[src/rtl/jt49_pkg.sv]
// Shared definitions for the JT49 / AY-3-8910 host bus sequencer.
package jt49_pkg;

    localparam int TIMER_W = 4;

    // BDIR/BC1 bus codes as seen on the PSG pins
    localparam logic [1:0] BUS_INACT = 2'b00;
    localparam logic [1:0] BUS_READ  = 2'b01;
    localparam logic [1:0] BUS_WRITE = 2'b10;
    localparam logic [1:0] BUS_ADDR  = 2'b11;

    typedef enum logic [2:0] {
        IDLE,
        A_SETUP,
        A_PULSE,
        A_HOLD,
        D_SETUP,
        D_PULSE,
        D_HOLD,
        DONE
    } state_t;

    // Bus code presented while sitting in a given state
    function automatic logic [1:0] bus_code(input state_t s, input logic we);
        logic [1:0] code;
        code = BUS_INACT;
        if (s == A_PULSE) code = BUS_ADDR;
        if (s == D_PULSE) code = we ? BUS_WRITE : BUS_READ;
        return code;
    endfunction

    // DA is driven for the whole address phase and for the data phase of writes
    function automatic logic drives_da(input state_t s, input logic we);
        logic oe;
        oe = 1'b0;
        if (s == A_SETUP || s == A_PULSE || s == A_HOLD) oe = 1'b1;
        if (s == D_SETUP || s == D_PULSE || s == D_HOLD) oe = we;
        return oe;
    endfunction

endpackage

[src/rtl/jt49_bus_master_timer.sv]
// Phase timer: loads (T-1) on state entry, counts down on cen ticks.
module jt49_phase_timer
    import jt49_pkg::*;
(
    input  logic               clk,
    input  logic               rst_n,
    input  logic               cen,
    input  logic               load,
    input  logic [TIMER_W-1:0] load_val,
    output logic               expired
);

    logic [TIMER_W-1:0] count;

    // Load has priority; otherwise decrement on each tick until zero
    always_ff @(posedge clk) begin
        if (!rst_n) begin
            count <= '0;
        end else if (load) begin
            count <= load_val;
        end else if (cen && count != '0) begin
            count <= count - TIMER_W'(1);
        end
    end

    assign expired = (count == '0);

endmodule

[src/rtl/jt49_bus_master.sv]
// Host-side sequencer turning single register requests into PSG
// BDIR/BC1/DA bus cycles (address latch, then data write or read).
module jt49_bus_master
    import jt49_pkg::*;
#(
    parameter int T_SETUP    = 1,
    parameter int T_PULSE    = 2,
    parameter int T_HOLD     = 1,
    parameter int ADDR_CACHE = 1
) (
    input  logic       clk,
    input  logic       rst_n,
    input  logic       cen,
    input  logic       req_valid,
    output logic       req_ready,
    input  logic       req_we,
    input  logic [3:0] req_addr,
    input  logic [7:0] req_wdata,
    output logic       rsp_done,
    output logic [7:0] rsp_rdata,
    input  logic       addr_inv,
    output logic       bdir,
    output logic       bc1,
    output logic [7:0] da_out,
    output logic       da_oe,
    input  logic [7:0] da_in
);

    // Handshake: a request transfers on any clk edge where req_valid and
    // req_ready are both high, independent of cen. req_ready is high in IDLE
    // and in the one-clk DONE state, so back-to-back requests lose no cycle.

    localparam logic [TIMER_W-1:0] LD_SETUP = TIMER_W'(T_SETUP - 1);
    localparam logic [TIMER_W-1:0] LD_PULSE = TIMER_W'(T_PULSE - 1);
    localparam logic [TIMER_W-1:0] LD_HOLD  = TIMER_W'(T_HOLD - 1);

    state_t             state;
    state_t             state_next;
    logic               accept;
    logic               hit;
    logic               step;
    logic               timer_expired;
    logic               timer_load;
    logic [TIMER_W-1:0] timer_val;

    logic               cap_we;
    logic [3:0]         cap_addr;
    logic [7:0]         cap_wdata;
    logic               cur_we;
    logic [3:0]         cur_addr;
    logic [7:0]         cur_wdata;

    logic               cache_valid;
    logic [3:0]         cache_addr;

    assign accept = req_valid && req_ready;
    // An invalidation on the accept edge forces the address phase
    assign hit    = (ADDR_CACHE != 0) && cache_valid && !addr_inv && (cache_addr == req_addr);
    assign step   = cen && timer_expired;

    // Fields that apply to the state being entered: fresh on accept, captured otherwise
    assign cur_we    = accept ? req_we    : cap_we;
    assign cur_addr  = accept ? req_addr  : cap_addr;
    assign cur_wdata = accept ? req_wdata : cap_wdata;

    // Next-state selection; DONE leaves after one clk whatever cen does
    always_comb begin
        state_next = state;
        unique case (state)
            IDLE:    if (accept) state_next = hit ? D_SETUP : A_SETUP;
            A_SETUP: if (step) state_next = A_PULSE;
            A_PULSE: if (step) state_next = A_HOLD;
            A_HOLD:  if (step) state_next = D_SETUP;
            D_SETUP: if (step) state_next = D_PULSE;
            D_PULSE: if (step) state_next = D_HOLD;
            D_HOLD:  if (step) state_next = DONE;
            DONE:    state_next = accept ? (hit ? D_SETUP : A_SETUP) : IDLE;
            default: state_next = IDLE;
        endcase
    end

    // Reload the phase timer with the duration of whichever state is entered
    always_comb begin
        timer_load = (state_next != state);
        timer_val  = '0;
        unique case (state_next)
            A_SETUP, D_SETUP: timer_val = LD_SETUP;
            A_PULSE, D_PULSE: timer_val = LD_PULSE;
            A_HOLD,  D_HOLD:  timer_val = LD_HOLD;
            default:          timer_val = '0;
        endcase
    end

    jt49_phase_timer u_timer (
        .clk      (clk),
        .rst_n    (rst_n),
        .cen      (cen),
        .load     (timer_load),
        .load_val (timer_val),
        .expired  (timer_expired)
    );

    // Sequencer: state, request capture and all pin/response outputs registered
    always_ff @(posedge clk) begin
        if (!rst_n) begin
            state     <= IDLE;
            cap_we    <= 1'b0;
            cap_addr  <= '0;
            cap_wdata <= '0;
            bdir      <= 1'b0;
            bc1       <= 1'b0;
            da_out    <= '0;
            da_oe     <= 1'b0;
            req_ready <= 1'b1;
            rsp_done  <= 1'b0;
            rsp_rdata <= '0;
        end else begin
            state <= state_next;
            if (accept) begin
                cap_we    <= req_we;
                cap_addr  <= req_addr;
                cap_wdata <= req_wdata;
            end
            {bdir, bc1} <= bus_code(state_next, cur_we);
            da_oe       <= drives_da(state_next, cur_we);
            // da_out only moves on phase entry; it keeps its value while undriven
            if (state_next != state) begin
                if (state_next == A_SETUP) begin
                    da_out <= {4'h0, cur_addr};
                end else if (state_next == D_SETUP && cur_we) begin
                    da_out <= cur_wdata;
                end
            end
            req_ready <= (state_next == IDLE) || (state_next == DONE);
            rsp_done  <= (state_next == DONE);
            // Sample the chip on the last tick of the read strobe
            if (state == D_PULSE && step && !cap_we) begin
                rsp_rdata <= da_in;
            end
        end
    end

    // Address cache: remembers the address latched by the last full A phase
    always_ff @(posedge clk) begin
        if (!rst_n) begin
            cache_valid <= 1'b0;
            cache_addr  <= '0;
        end else if (addr_inv) begin
            cache_valid <= 1'b0;
        end else if ((ADDR_CACHE != 0) && state == A_HOLD && state_next == D_SETUP) begin
            cache_valid <= 1'b1;
            cache_addr  <= cap_addr;
        end
    end

endmodule

[config.mk]
export PLATFORM = sky130hd
export DESIGN_NAME = jt49_bus_master
export DESIGN_NICKNAME = d
export VERILOG_FILES = /design/src/rtl/jt49_pkg.sv /design/src/rtl/jt49_bus_master_timer.sv /design/src/rtl/jt49_bus_master.sv
export SDC_FILE = /design/constraint.sdc
export NUM_CORES = 1
export LEC_CHECK = 0
export BUFFER_PORTS_ARGS = -buffer_cell sky130_fd_sc_hd__buf_2
export CORE_UTILIZATION = 44
export DETAILED_ROUTE_END_ITERATION = 16
export PLACE_DENSITY = 0.73
export SETUP_SLACK_MARGIN = 0.4
export SYNTH_ARGS = -nofsm -noshare
export SYNTH_HDL_FRONTEND = slang
export SYNTH_HIERARCHICAL = 1
export SYNTH_SLANG_ARGS = --single-unit
[constraint.sdc]
create_clock -name clk -period 6.8 [get_ports clk]
set_clock_uncertainty 0.15 [all_clocks]
set_input_delay 1.02 -clock clk [delete_from_list [all_inputs] [get_ports clk]]
set_output_delay 1.02 -clock clk [all_outputs]
set_load 0.01 [all_outputs]
Word-level counts from Yosys, hierarchy flattened
Index checks and enable logic that the tools add are counted.
- input port bits: 26
- output and inout port bits: 21
- register bits: 46
- muxes and demuxes: 23
- bitwise logic cells: 2
- $add $sub $neg: 1
- equality and inequality tests: 16
- reduce and logical (&&, ||, !) cells: 26
- operators with widths (kind ; count):
    two-way mux 3 bit ; 9
    equality test 3 bit (second input constant) ; 8
    two-way mux 8 bit ; 3
    case mux 3 bit (8 select lines) ; 1
    equality test 3 x 2 -> 1 bit (second input constant) ; 4
    two-way mux 4 bit ; 3
    logical AND 1 bit ; 9
    equality test 3 x 1 -> 1 bit (second input constant) ; 2
    zero test 3 bit ; 2
    two-way mux 2 bit ; 3
    logical OR 1 bit ; 5
    equality test 4 bit ; 1
    zero test 4 bit ; 1
    two-way mux 1 bit ; 4
    AND reduction 2 bit ; 2
    nonzero test 2 bit ; 2
    nonzero test 4 bit ; 1
    OR reduction 2 bit ; 2
    subtractor 4 x 1 -> 4 bit (second input constant) ; 1
    inequality test 3 bit ; 1
    zero test 1 bit ; 2
    inverter 1 bit ; 2

Depth between registers and ports, before layout
Gate-level depths: netlist (run 1).
- word-level depth: 11
- depth in mapped cells: 11
- gate-level depth less buffers: 11

Modules after synthesis
Netlist (run 1), hierarchy kept.
- by module, submodules not included (module ; area an instance (um^2) ; cells an instance ; times used):
    jt49_bus_master ; 1889.3 ; 202 ; 1
    jt49_phase_timer ; 256.5 ; 31 ; 1

Least setup slack after synthesis (run 1)
Ideal clock, no wire load.
- kind: input-to-reg
- from: in req_valid
- to: reg u_timer.count[0]
- cell stages on the path: 6
- slack: 4285 ps
- data arrival time: 2276 ps
- path buffers: 1
- cells stage by stage: nand2_1 > buf_1 > o221ai_1 > inv_1 > nor2_1 > a311oi_2
- elaborated cells on any way between the ends: 11
- those cells by class: eq/ne: 3; mux: 5; reduce/logical: 3
- RTL lines (what ; RTL line ; source):
    start, declared ; jt49_bus_master.sv:14 ; input logic req_valid,
    logical AND 1 bit (*) ; jt49_bus_master.sv:56 ; assign accept = req_valid && req_ready;
    two-way mux 3 bit (on tied branches) ; jt49_bus_master.sv:77, jt49_bus_master.sv:70 ;
    case mux 3 bit (8 select lines) (*) ; jt49_bus_master.sv:69 ; unique case (state)
    inequality test 3 bit (*) ; jt49_bus_master.sv:84 ; timer_load = (state_next != state);
    net timer_load ; jt49_bus_master.sv:43 ; logic timer_load;
    two-way mux 4 bit / nonzero test 2 bit (equally long branches) ; - ;
    end signal, assigned ; jt49_bus_master_timer.sv:20 ; count <= load_val;
    end signal, assigned ; jt49_bus_master_timer.sv:22 ; count <= count - TIMER_W'(1);
    end, declared ; jt49_bus_master_timer.sv:13 ; logic [TIMER_W-1:0] count;
The timed path passes the listed nets; every way through them passes the cells marked *.
A chain may end at the register's enable or synchronous reset.

Worst setup path in the final report (run 1)
- from: in req_valid
- to: reg da_out[3]
- longest elaborated chain between the ends: 7
- elaborated cells on any way between the ends: 15
- those cells by class: eq/ne: 3; mux: 8; reduce/logical: 4
- ends and longest elaborated chain (what ; RTL line ; source):
    logical AND 1 bit (*) ; jt49_bus_master.sv:56 ;
    two-way mux 3 bit (on tied branches) ; jt49_bus_master.sv:77, jt49_bus_master.sv:70 ;
    case mux 3 bit (8 select lines) ; jt49_bus_master.sv:69 ;
    equality test 3 bit ; jt49_bus_master.sv:130 ; end else if (state_next == D_SETUP && cur_we) begin
    logical AND 1 bit ; jt49_bus_master.sv:130 ;
    nonzero test 2 bit (no source line) ; - ;
    AND reduction 2 bit (no source line) ; - ;
    end signal, assigned ; jt49_bus_master.sv:129 ; da_out <= {4'h0, cur_addr};
    end signal, assigned ; jt49_bus_master.sv:131 ; da_out <= cur_wdata;
    end, declared ; jt49_bus_master.sv:24 ; output logic [7:0] da_out,
Every way passes the cells marked *; elsewhere a longest branch is shown, timed or not. The select of a mux whose other input is x is not followed.

==> results of run 1 <==
==> synth_stat cells, types with 3 or more instances <==
| library cell | number | share of area |
|---|---|---|
| mux2i_1 | 26 | 0.12 |
| and2_1 | 4 | 0.012 |
| nor3_1 | 3 | 0.0070 |
| a31o_1 | 4 | 0.016 |
| o21ai_0 | 7 | 0.016 |
| nand3_1 | 14 | 0.033 |
| o41ai_2 | 4 | 0.030 |
| nor2_1 | 41 | 0.072 |
| clkbuf_1 | 3 | 0.0052 |
| and3_1 | 5 | 0.015 |
| dfxtp_1 | 46 | 0.43 |
| xnor2_1 | 5 | 0.020 |
| nand2_1 | 9 | 0.016 |
| inv_1 | 6 | 0.010 |
| buf_1 | 3 | 0.0052 |
| buf_2 | 3 | 0.0070 |
| a21oi_1 | 10 | 0.023 |
==> critical path, cell delays in order <==
cell	delay, ns
buf_2	0.10
nand2_1	0.49
mux2i_1	0.53
a21oi_2	0.06
a31oi_2	0.59
nor2_2	0.11
a31o_1	0.24
==> cells in the final DEF (no fill, tap or decap), drive strengths merged, types with 2 or more instances in the layout <==
cell type / n
nand2: 9
nand3: 14
o21ai: 10
o21bai: 2
inv: 7
nor3: 4
o221ai: 2
a21oi: 11
o22ai: 2
conb: 3
nor2: 43
xnor2: 5
a311oi: 2
a31oi: 3
and2: 4
a31o: 4
mux2i: 26
buf: 46
clkbuf: 6
clkinv: 3
o2111ai: 2
dfxtp: 46
and3: 5
o41ai: 4
o21a: 2
==> power groups by stage <==
stage / combinational [W] / sequential, W / clock, W
4_1_cts: 0.000370 / 0.000364 / 0.000170
5_1_grt: 0.000412 / 0.000374 / 0.000183
3_5_place_dp: 0.000369 / 0.000371 / 0
3_3_place_gp: 0.000369 / 0.000369 / 0
6_report: 0.000370 / 0.000364 / 0.000164
2_1_floorplan: 0.000298 / 0.000358 / 0
==> metrics by stage <==
step,power (W),std cells,setup WS [ns]
floorplan,0.0006563,235,4.285
global placement,0.0007379,325,3.437
detailed placement,0.0007400,325,3.386
CTS,0.0009044,333,3.716
global route,0.0009683,333,3.493
finish,0.0008985,333,3.705
==> final cells by class <==
cell class | count | area (µm²)
multi-input cells | 171 | 1152
well taps | 54 | 67.56
flip-flops and latches | 46 | 920.9
fillers | 445 | 2203
repair buffers | 46 | 230.2
inverters | 8 | 31.28
clock buffers | 6 | 72.57
clock inverters | 2 | 13.76
==> registers in the layout (all words and copies together), names as in the netlist, 3 cells and up <==
name           cells
u_timer/count      4
cap_wdata          8
da_out             8
cap_addr           4
state              3
rsp_rdata          8
cache_addr         4
==> per-layer routing <==
layer  global-route usage  vias up  part of all wire
met2               0.3029       59              0.46
li1                     -      921                 -
met1               0.2329      798              0.45
met3              0.04782        8             0.077
met5                    0        -                 0
met4              0.07190        0             0.016
==> cell families after synthesis <==
family / share of synthesized area
muxes: 0.1213
adders and majority gates: 0.005830
AOI/OAI and AO/OA: 0.1778
xor gates and xnor gates: 0.02041
and+or+nand+nor: 0.2064
DFF: 0.4292
other: 0.001748
buffers and inverters: 0.03731
==> worst max path at each step <==
stage	from	to	slack (ns)	depth (start not counted)
after floorplan	req_valid	u_timer/count[0]	4.29	6
after global placement	req_valid	da_out[3]	3.44	7
after detailed placement	req_valid	da_out[3]	3.39	7
after CTS	req_valid	da_out[3]	3.72	7
after global routing	req_valid	da_out[3]	3.49	7
final	req_valid	da_out[3]	3.70	7
==> metrics.cfg, run 1 <==
[timing]
fmax_ghz = 0.3231
rsz0062_at_grt = no
slew_viol_final = 0
worst_pin_slew_ns = 0.6627
fin_crit_ns = 3.095
hold_viol = 0
fin_crit_sh = 0.4552
timing.slew.headroom = 0.5572
setup_violations = 0
tns_ns = 0
timing.hold.ws_ns = 0.3451

[route]
drt_iter0_drc = 105
wirelength_mm = 4.394
drt_pass1_iterations = 4
drc = 0
ant_nets = 0
vias = 1786
via_per_inst = 5.363
wl_per_cell_um = 13.20

[die]
num_rows = 25
start_util = 0.4573
core_region_area_um2 = 4692
io_pins = 47
die_h_um = 71.84
die_x_um = 71.84
design.die.area_um2 = 5160

[job]
cap_viol_max_count = 0

[worst_hold_path]
min_from = da_out[5]
hold_path_class = flop to flop
whs_path_depth = 2
whs_endpoint = da_out[5]

[yosys]
synth_ff_type = dfxtp_1
synth_edf_count = 0
syn_inst = 233
seq_area_frac_synth = 0.4292
avgSynthCellArea_um2 = 9.209
syn-cell-area_um2 = 2146
ys_types = 50
synthArstFlopShare = 0
yosysWarningCount = 6
synth-seq-cells = 46

[finish]
nets = 305
final_cell_area_um2 = 2489
diodes = 0
final_util = 0.5304
drive_above_1_share = 0.2545
area_delta_synth_final_pct = 15.98

[power]
peakVddDrop_v = 0.0001332
p_leak_nw = 1.134
clock_power_share = 0.182
power.switching_w = 0.0003586
seqPwrFrac = 0.406
power_switching_share = 0.3991
p_int_w = 0.0005399
powerDensity_nw_per_um2 = 361.0
pwr-share-comb = 0.412

[place]
io_buffers = 46
place_area_um2 = 2402
place_congestion = 0.8363
dpl.hpwl_mm = 3.245

[clock_tree]
h-tree-depth = 2
cts-root-buf = clkbuf_8
clkLatencyLatePin_ns = 0.30
cts_buffers = 5
post_cts_buffers = 0
cts_hold_buffers = 0
clockBufferDepth = 2
cts_tree = yes
cts_resized = 0
numClockSinks = 46
clkTransAtPathRegs_ns = 0.08

[critical_path]
critPathArrivalTime_ns = 3.14
cp-end-kind = flop
path_max_fanout = 13
start_kind = input pin
path_class = input pin to flop
rr_endpoint = da_out[3]
r2r_start = u_timer/count[0]
worstPathRequired_ns = 6.85
r2r_setup_slack_ns = 3.88
reg2regPathDepth = 10

[global_routing]
grt_pass1_wl_mm = 7.410
gr-total-overflow = 0
grt_pass1_vias = 1656
grt_antenna_before_repair = 0
grt_max_degree = 35
grtUsageTotal = 0.1848

[outcome]
status = completed

Note: power is estimated with default switching activity, not from simulation.
==> run 2, diff against run 1 <==
Settings changed: ABC_AREA set to 1, PLACE_DENSITY 0.73 to 0.75.
Clock period 6.8 ns to 2.7 ns, I/O delays scaled along.
==> run 2 against run 1 <==
Effect of this change: combinational power grew to 5.4 times the previous value; power grew to 3.7 times the previous value; critical path type is now flop to flop; synthesized cell count grew 32%; cell count grew 32%.
==> metrics.cfg, run 2 <==
[place]
place_congestion = 0.8605
io_buffers = 46
dpl.hpwl_mm = 3.343
place_area_um2 = 2490
place_ws_ns = 0.2062

[yosys]
seq_area_frac_synth = 0.4237
syn-cell-area_um2 = 2173
synth_commonest_cells = 58 x nor2_1, 57 x nand2_1, 46 x dfxtp_1, 34 x o21ai_0, 31 x inv_1
synth_edf_count = 0
ys_types = 34
yosysWarningCount = 6
synthArstFlopShare = 0
synthTopCellsByArea = dfxtp_1 42%, nor2_1 10%, nand2_1 9.8%, o21ai_0 7.8%, inv_1 5.4%
synth_ff_type = dfxtp_1
netlist.area_leader.share = 0.4237
syn_inst = 308
avgSynthCellArea_um2 = 7.056
yosysMostFrequentCell = nor2_1
synth_area_leader_cell = dfxtp_1
synth-seq-cells = 46

[timing]
setup_slack_ns = 0.4469
tns_ns = 0
rsz0062_at_grt = yes
hold_viol = 0
fmax_ghz = 0.4438
slew_viol_final = 0
fin_crit_sh = 0.8345
timing.slew.headroom = 0.6174
setup_violations = 0
fin_crit_ns = 2.253
worst_pin_slew_ns = 0.5703

[worst_hold_path]
hold_path_class = input pin to flop

[finish]
area_delta_synth_final_pct = 28.90
diodes = 0
mostFrequentLayoutCells = 57 x nor2_1, 50 x nand2_1, 46 x buf_2
nets = 400
drive_above_1_share = 0.3209
final_cell_area_um2 = 2801
fill_cells = 435
largestRegisters = cap_wdata: 8 flops, da_out: 8 flops, rsp_rdata: 8 flops
final_common_cell = nor2_1
final_util = 0.5931

[clock_tree]
numClockSinks = 46
cts-root-buf = clkbuf_8
clockBufferDepth = 2
cts_buffers = 5
cts_tree = yes
h-tree-depth = 2
clkTransAtPathRegs_ns = 0.08
clkLatencyLatePin_ns = 0.30
cts_hold_buffers = 0

[global_routing]
grt_pass1_vias = 1861
grt_pass1_wl_mm = 8.052
grt_antenna_before_repair = 0
grtUsageTotal = 0.1973
grt_max_degree = 27
gr-total-overflow = 0

[critical_path]
start_kind = flop
worstPathRequired_ns = 2.74
path_max_fanout = 9
path_class = flop to flop
cp-end-kind = flop
critPathArrivalTime_ns = 2.29

[route]
drt_iter0_drc = 109
drc = 0
via_per_inst = 4.800
ant_nets = 0
drt_pass1_iterations = 4
wirelength_mm = 5.100
vias = 2117
wl_per_cell_um = 11.56

[job]
cap_viol_max_count = 0

[die]
core_region_area_um2 = 4723
start_util = 0.4601
io_pins = 47
num_rows = 25
die_h_um = 72.28
design.die.area_um2 = 5224
die_x_um = 72.28

[power]
totalPowerFinal_w = 0.003328
peakVddDrop_v = 0.0004406
p_leak_nw = 1.393
powerDensity_nw_per_um2 = 1188

[outcome]
status = completed

==> run 2: cell types whose count changed after synthesis, sizes merged, moves of 5 or more <==
| cell | before | now |
|---|---|---|
| buf | 7 | 2 |
| a21oi | 11 | 16 |
| o21ai | 10 | 37 |
| inv | 7 | 36 |
| and3 | 5 | 0 |
| or2 | 0 | 10 |
| nand2 | 9 | 63 |
| nor2 | 43 | 58 |
| mux2i | 26 | 0 |
| xnor2 | 5 | 0 |
==> run 2: critical path, stage by stage (launching register included) <==
cell	delay [ns]
dfxtp_2	0.35
inv_2	0.06
ha_4	0.17
nand3_4	0.07
inv_2	0.05
nand2_4	0.12
inv_4	0.06
o21ai_0	0.09
nand2_1	0.12
o21ai_4	0.12
nand3_2	0.12
o21ai_2	0.09
nand3_4	0.14
buf_12	0.17
a21oi_1	0.17
nor2_1	0.08
==> run 2: path summary, 6_finish.rpt <==
path,from,end,slack (ns),cells after the start
setup / recovery,u_timer/count[0],da_out[4],0.45,15
hold / removal,addr_inv,cache_valid,0.12,2
setup reg to reg,u_timer/count[0],da_out[4],0.45,15
hold reg to reg,cache_addr[2],cache_addr[2],0.32,2
==> run 2: logic make-up after synthesis <==
group,share of synthesized area
AOI/OAI and AO/OA,0.1572
buffers and inverters,0.08866
xor gates and xnor gates,0.004031
other,0.001725
DFF,0.4237
and+or+nand+nor,0.3189
adders and majority gates,0.005756
==> run 2: metal layers <==
layer / routed length, µm / GRT usage / vias to the layer above
li1: - / - / 1112
met1: 2278 / 0.2556 / 927
met2: 2462 / 0.3219 / 69
met3: 270 / 0.04028 / 9
met4: 88 / 0.07843 / 0
met5: 0 / 0 / -
==> run 2: cell type report <==
| class | instances | area (µm²) | share of cell area |
|---|---|---|---|
| clock inverters | 1 | 5.005 | 0.001787 |
| clock buffers | 7 | 86.33 | 0.03082 |
| multi-input cells | 218 | 1167 | 0.4167 |
| flip-flops and latches | 46 | 923.4 | 0.3296 |
| inverters | 40 | 161.4 | 0.05762 |
| repair buffers | 62 | 374.1 | 0.1335 |
| well taps | 67 | 83.83 | 0.02992 |
==> run 2: power by group <==
part / leakage (nW) / total [W] / switching (W) / internal (W)
combinational: 0.967 / 0.00200 / 0.00116 / 0.000834
clock: 0.0482 / 0.000431 / 0.000224 / 0.000207
sequential: 0.378 / 0.000900 / 0.0000861 / 0.000814
==> run 2: metrics by stage <==
stage	cells	hold slack [ns]
after floorplan	310	0.2935
after global placement	421	0.3030
after detailed placement	421	0.3102
after CTS	433	0.1120
after global routing	441	0.1200
final	441	0.1174
==> run 2: what timing repair did <==
action | in CTS | in global routing
resized for setup | 6 | 26
setup buffers | 4 | 8
cloned | 0 | 0
setup endpoints to repair | 12 | 14
pin swaps | 3 | 16
endpoints found under the hold margin | 0 | 0
